==> config.mk <==
export PLATFORM = sky130hd
export DESIGN_NAME = bus_trace
export DESIGN_NICKNAME = d
export VERILOG_FILES = /design/src/rtl/bus_trace_pkg.sv /design/src/rtl/bus_trace_ram.sv /design/src/rtl/bus_trace.sv
export SDC_FILE = /design/constraint.sdc
export NUM_CORES = 1
export LEC_CHECK = 0
export BUFFER_PORTS_ARGS = -buffer_cell sky130_fd_sc_hd__buf_2
export CORE_ASPECT_RATIO = 0.6
export CORE_UTILIZATION = 40
export CTS_BUF_LIST = sky130_fd_sc_hd__clkbuf_8
export CTS_CLUSTER_DIAMETER = 200
export CTS_CLUSTER_SIZE = 12
export DETAILED_ROUTE_END_ITERATION = 8
export PLACE_DENSITY_LB_ADDON = 0.15
export SYNTH_ARGS = -nofsm -noshare
export SYNTH_HDL_FRONTEND = slang
export SYNTH_SLANG_ARGS = --single-unit
==> constraint.sdc <==
create_clock -name CLK25MHZ -period 10.3 [get_ports CLK25MHZ]
set_clock_uncertainty 0.1 [all_clocks]
set_input_delay 2.06 -clock CLK25MHZ [delete_from_list [all_inputs] [get_ports CLK25MHZ]]
set_output_delay 2.06 -clock CLK25MHZ [all_outputs]
set_load 0.01 [all_outputs]
==> src/rtl/bus_trace_pkg.sv <==
// Shared encodings for the 6502 bus trace: FSM states, trigger modes, entry width.
// No logic of its own.
package bus_trace_pkg;

  typedef enum logic [1:0] {
    ST_IDLE = 2'd0,
    ST_PRE  = 2'd1,
    ST_POST = 2'd2,
    ST_DONE = 2'd3
  } state_t;

  localparam logic [1:0] TM_ANY   = 2'd0;
  localparam logic [1:0] TM_READ  = 2'd1;
  localparam logic [1:0] TM_WRITE = 2'd2;
  localparam logic [1:0] TM_FETCH = 2'd3;

  // One trace entry is {sync, rw, a, d}.
  function automatic int entry_w(input int addr_w, input int data_w);
    return addr_w + data_w + 2;
  endfunction

endpackage

==> src/rtl/bus_trace_ram.sv <==
// Simple dual-port trace RAM: one write port, one registered read port (1-cycle latency).
// No backpressure; contents are not reset.
module trace_ram #(
  parameter int AW = 4,
  parameter int W  = 26
) (
  input  logic          CLK25MHZ,
  input  logic          we,
  input  logic [AW-1:0] waddr,
  input  logic [W-1:0]  wdata,
  input  logic          re,
  input  logic [AW-1:0] raddr,
  output logic [W-1:0]  rdata
);

  logic [W-1:0] mem [2**AW];

  always_ff @(posedge CLK25MHZ) begin
    if (we) mem[waddr] <= wdata;
    if (re) rdata <= mem[raddr];
  end

endmodule

==> src/rtl/bus_trace.sv <==
// Circular 6502 bus-cycle trace with NUM_TRIG maskable comparators and programmable post-trigger depth.
// Captures on the cycle phi2 falls; readout is one cycle after rd_en; no backpressure.
module bus_trace
  import bus_trace_pkg::*;
#(
  parameter int ADDR_W     = 16,
  parameter int DATA_W     = 8,
  parameter int DEPTH_LOG2 = 4,
  parameter int NUM_TRIG   = 2
) (
  input  logic                         CLK25MHZ,
  input  logic                         rst_n,
  input  logic                         phi2,
  input  logic [ADDR_W-1:0]            a,
  input  logic [DATA_W-1:0]            d,
  input  logic                         rw,
  input  logic                         sync,
  input  logic                         arm,
  input  logic                         abort,
  input  logic                         force_trig,
  input  logic [NUM_TRIG-1:0]          trig_en,
  input  logic [NUM_TRIG*ADDR_W-1:0]   trig_addr,
  input  logic [NUM_TRIG*ADDR_W-1:0]   trig_mask,
  input  logic [NUM_TRIG*2-1:0]        trig_mode,
  input  logic [DEPTH_LOG2-1:0]        post_count,
  input  logic [DEPTH_LOG2-1:0]        rd_idx,
  input  logic                         rd_en,
  output logic [ADDR_W+DATA_W+1:0]     rd_data,
  output logic                         rd_valid,
  output logic [1:0]                   state,
  output logic                         triggered,
  output logic [NUM_TRIG-1:0]          trig_hit,
  output logic [DEPTH_LOG2:0]          fill
);

  localparam int EW = entry_w(ADDR_W, DATA_W);
  localparam logic [DEPTH_LOG2:0] FILL_MAX = (DEPTH_LOG2+1)'(1 << DEPTH_LOG2);

  state_t                st;
  logic                  phi2_q;
  logic                  capture;
  logic [DEPTH_LOG2-1:0] wptr;
  logic [DEPTH_LOG2-1:0] remaining;
  logic [NUM_TRIG-1:0]   hit;
  logic                  trig_now;
  logic                  we;
  logic [DEPTH_LOG2-1:0] raddr;
  logic [EW-1:0]         ram_q;
  logic                  rd_zero;

  assign capture = phi2_q & ~phi2;

  for (genvar i = 0; i < NUM_TRIG; i++) begin : g_cmp
    logic [ADDR_W-1:0] ta;
    logic [ADDR_W-1:0] tm;
    logic [1:0]        md;
    logic              mode_ok;

    assign ta = trig_addr[i*ADDR_W +: ADDR_W];
    assign tm = trig_mask[i*ADDR_W +: ADDR_W];
    assign md = trig_mode[i*2 +: 2];

    always_comb begin
      mode_ok = 1'b1;
      case (md)
        TM_READ:  mode_ok = rw;
        TM_WRITE: mode_ok = ~rw;
        TM_FETCH: mode_ok = sync;
        default:  mode_ok = 1'b1;
      endcase
    end

    assign hit[i] = trig_en[i] && (((a ^ ta) & tm) == '0) && mode_ok;
  end

  assign trig_now = force_trig | (capture & (|hit));

  // A forced trigger stores the current bus even off a capture edge, so the
  // trigger point is always present in the trace.
  assign we = ~abort & ~arm &
              (((st == ST_PRE) & (capture | force_trig)) | ((st == ST_POST) & capture));

  assign raddr = wptr - fill[DEPTH_LOG2-1:0] + rd_idx;

  trace_ram #(.AW(DEPTH_LOG2), .W(EW)) u_ram (
    .CLK25MHZ (CLK25MHZ),
    .we       (we),
    .waddr    (wptr),
    .wdata    ({sync, rw, a, d}),
    .re       (rd_en),
    .raddr    (raddr),
    .rdata    (ram_q)
  );

  always_ff @(posedge CLK25MHZ or negedge rst_n) begin
    if (!rst_n) begin
      st        <= ST_IDLE;
      phi2_q    <= 1'b0;
      wptr      <= '0;
      fill      <= '0;
      remaining <= '0;
      triggered <= 1'b0;
      trig_hit  <= '0;
    end else begin
      phi2_q <= phi2;
      if (abort) begin
        st <= ST_IDLE;
      end else if (arm) begin
        st        <= ST_PRE;
        wptr      <= '0;
        fill      <= '0;
        triggered <= 1'b0;
        trig_hit  <= '0;
      end else begin
        if (we) begin
          wptr <= wptr + DEPTH_LOG2'(1);
          if (fill != FILL_MAX) fill <= fill + (DEPTH_LOG2+1)'(1);
        end
        case (st)
          ST_PRE: begin
            if (trig_now) begin
              triggered <= 1'b1;
              trig_hit  <= force_trig ? '0 : hit;
              remaining <= post_count;
              st        <= (post_count == '0) ? ST_DONE : ST_POST;
            end
          end
          ST_POST: begin
            if (capture) begin
              remaining <= remaining - DEPTH_LOG2'(1);
              if (remaining == DEPTH_LOG2'(1)) st <= ST_DONE;
            end
          end
          default: ;
        endcase
      end
    end
  end

  // rd_zero also masks the unreset RAM output so rd_data reads 0 out of reset.
  always_ff @(posedge CLK25MHZ or negedge rst_n) begin
    if (!rst_n) begin
      rd_valid <= 1'b0;
      rd_zero  <= 1'b1;
    end else begin
      rd_valid <= rd_en;
      if (rd_en) rd_zero <= ({1'b0, rd_idx} >= fill);
    end
  end

  assign rd_data = rd_zero ? '0 : ram_q;
  assign state   = st;

endmodule

==> results.py <==
metrics = {
    "clock_tree": {
        "cts_tree": "yes",
        "clk_latency_ns": 0.61,
        "postCtsSetupRepairBufs": 0,
        "clk_pin_slew_ns": 0.08,
        "htreeDepth": 2,
        "clkSinkCount": 463,
        "cts_resized": 0,
        "cts_buffers": 44,
        "postCtsHoldBufs": 0,
        "clockRootBuffer": "clkbuf_8",
        "clockBufferDepth": 3,
    },
    "critical_path": {
        "end_kind": "flip-flop",
        "r2r-start": "wptr[0]$_DFFE_PN0P_",
        "critPathKind": "input pin to flip-flop",
        "cp_max_fo": 60,
        "arrival_ns": 5.81,
        "cp_data_required_time_ns": 10.53,
        "crit_path_start_kind": "input pin",
        "critPathLaunch": "rd_idx[1]",
    },
    "sta": {
        "slew_headroom_pct": 28.8,
        "finalMaxSlewViolations": 0,
        "finalCritPeriodShare_pct": 54.1,
        "max_freq_mhz": 179,
        "worstMarginPinSlew_ns": 1.07,
        "setup_viol": 0,
        "min_period_ns": 5.58,
        "setup_tns_ns": 0,
        "grt_setup_unrepaired": "no",
        "finalHoldViolations": 0,
        "fin_ws_ns": 4.72,
    },
    "synthesis": {
        "synth_edf_count": 442,
        "synth_largest_area_cell": "edfxtp_1",
        "async_flop_share_pct": 4.54,
        "synthTopCellsByArea": "edfxtp_1 71%, mux4_2 16%, dfrtp_1 2.7%, xor2_1 1.6%, ha_1 1.2%",
        "synthCells": 877,
        "ys_types": 54,
        "syn_nets": 1009,
        "synth_warnings": 0,
        "syn_area_per_cell_um2": 21.3,
        "yosysSeqAreaShare_pct": 73.9,
        "synth_top_area_share_pct": 71.1,
        "synth_seq_cells": 463,
        "yosys_most_used_dff": "edfxtp_1",
        "synth_area_um2": 18700,
        "netlist_top_cells_count": "442 x edfxtp_1, 130 x mux4_2, 34 x xor2_1",
        "yosysMostFrequentCell": "edfxtp_1",
    },
    "placement": {
        "place_ws_ns": 4.10,
        "dp_hpwl_um": 24700,
        "gp_routability_congestion": 0.787,
        "placedCellCount": 1628,
        "port-buffer-count": 147,
    },
    "die": {
        "die-area_um2": 47600,
        "die_y_um": 169,
        "start_util_pct": 41.1,
        "rows": 60,
        "core_area_um2": 45400,
        "die_w_um": 281,
        "ios": 148,
    },
    "cells_and_area": {
        "nets": 1186,
        "diodes": 0,
        "nFillCells": 3842,
        "final_cells": 1692,
        "multi_input_area_um2": 4740,
        "seq_area_um2": 13800,
        "area_growth_syn_to_layout_pct": 12.5,
        "utilization_pct": 46.2,
        "final_layout_size_suffix_gt1_share_pct": 34.9,
    },
    "detailed_routing": {
        "vias_per_cell": 5.36,
        "drc": 0,
        "routedWlPerCell_um": 26.3,
        "drt_iter0_markers": 913,
        "dr.pass1.iters": 5,
        "drtAntennaViolNets": 0,
        "finalWirelength_um": 44600,
        "via_count": 9073,
    },
    "power_and_ir_drop": {
        "sw_frac_of_total_pct": 29.5,
        "p_comb_share_pct": 37.0,
        "p_int_mw": 3.66,
        "clkPwrFrac_pct": 19.5,
        "p_leak_nw": 6.99,
        "seq_power_share_pct": 43.5,
        "power.switching_mw": 1.53,
        "vdd_ir_drop_max_mv": 0.273,
        "power_density_nw_per_um2": 247,
        "total_power_mw": 5.20,
    },
    "global_route": {
        "grt_start_max_net_pins": 61,
        "antenna_found_initial": 1,
        "grt_pass1_vias": 9382,
        "overflow": 0,
        "grt_pass1_wl_um": 64900,
        "grt_use_total_pct": 19.2,
    },
    "status": {
        "status": "finished, final reports clean",
    },
    "job": {
        "drv_cap": 0,
    },
    "min_path": {
        "hp-class": "flip-flop to flip-flop",
        "hold_start": "triggered$_DFFE_PN0P_",
    },
}
per-stage QoR:
stage	area (µm²)	hold slack, ns
global route	21000	0.416
detailed placement	20300	0.383
CTS	21000	0.401
floorplan	18700	0.363
finish	21000	0.394
global placement	20300	0.378
power by group through the flow:
| stage | logic, mW | registers (mW) | clock network [mW] |
|---|---|---|---|
| after floorplan | 1.50 | 2.28 | 0 |
| after global placement | 1.94 | 2.31 | 0 |
| after detailed placement | 1.97 | 2.31 | 0 |
| after CTS | 1.97 | 2.26 | 1.05 |
| after global routing | 2.08 | 2.27 | 1.12 |
| final | 1.92 | 2.26 | 1.01 |
area by class of cell:
type	instances	area share [%]
timing repair buffer	165	4.15
clock inverter	18	0.363
multi-input combinational	352	22.6
clock buffer	46	3.02
sequential	463	65.7
inverter	28	0.501
tap	620	3.69
cell families (layout without fill, tap and decap cells):
kind of cell	after synthesis	in the layout	synth area share, %
flip-flops	463	463	73.9
multiplexers	133	133	15.9
adder cells (fa/ha/maj)	21	21	1.53
AO/OA/AOI/OAI	57	57	2.44
AND/OR/NAND/NOR	102	102	3.04
buffers and inverters	62	257	1.33
XOR/XNOR	39	39	1.87
registers in the layout (all words and copies together) (netlist names):
signal,flops
fill,5
phi2_q,1
rd_valid,1
rd_zero,1
remaining,4
state,2
trig_hit,2
triggered,1
u_ram.mem,416
u_ram.rdata,26
wptr,4
worst paths after layout:
check                                            end  slack, ns  cells after the start
max                        u_ram.rdata[16]$_DFFE_PP_       4.72                      7
min                            triggered$_DFFE_PN0P_       0.39                      1
max reg2reg                u_ram.rdata[16]$_DFFE_PP_       5.68                      9
min reg2reg                    triggered$_DFFE_PN0P_       0.39                      1
max in group asynchronous   remaining[2]$_DFFE_PN0P_       8.35                      1
min in group asynchronous         rd_valid$_DFF_PN0_       1.34                      1
worst max-delay path, stage by stage:
cell	delay, ns
buf_2	0.09
inv_1	0.05
fa_1	0.52
fa_4	1.29
buf_4	0.78
mux4_2	0.44
mux4_2	0.46
routing by layer:
metal	track usage [%]	vias to the layer above	part of all wire (%)
li1	-	3941	-
met1	27.9	4827	45
met2	30.1	245	47
met3	3.94	58	5.5
met4	3.83	2	1.5
met5	0	-	0.038
cell usage in the layout (no fill, tap or decap), types with 17 or more instances in the layout:
cell and instances:
buf_2 147, buf_4 18, clkbuf_8 46, dfrtp_1 20
edfxtp_1 442, ha_1 17, inv_1 44, mux4_2 130
nor2b_1 27, xor2_1 34
(Power assumes the default switching activity.)
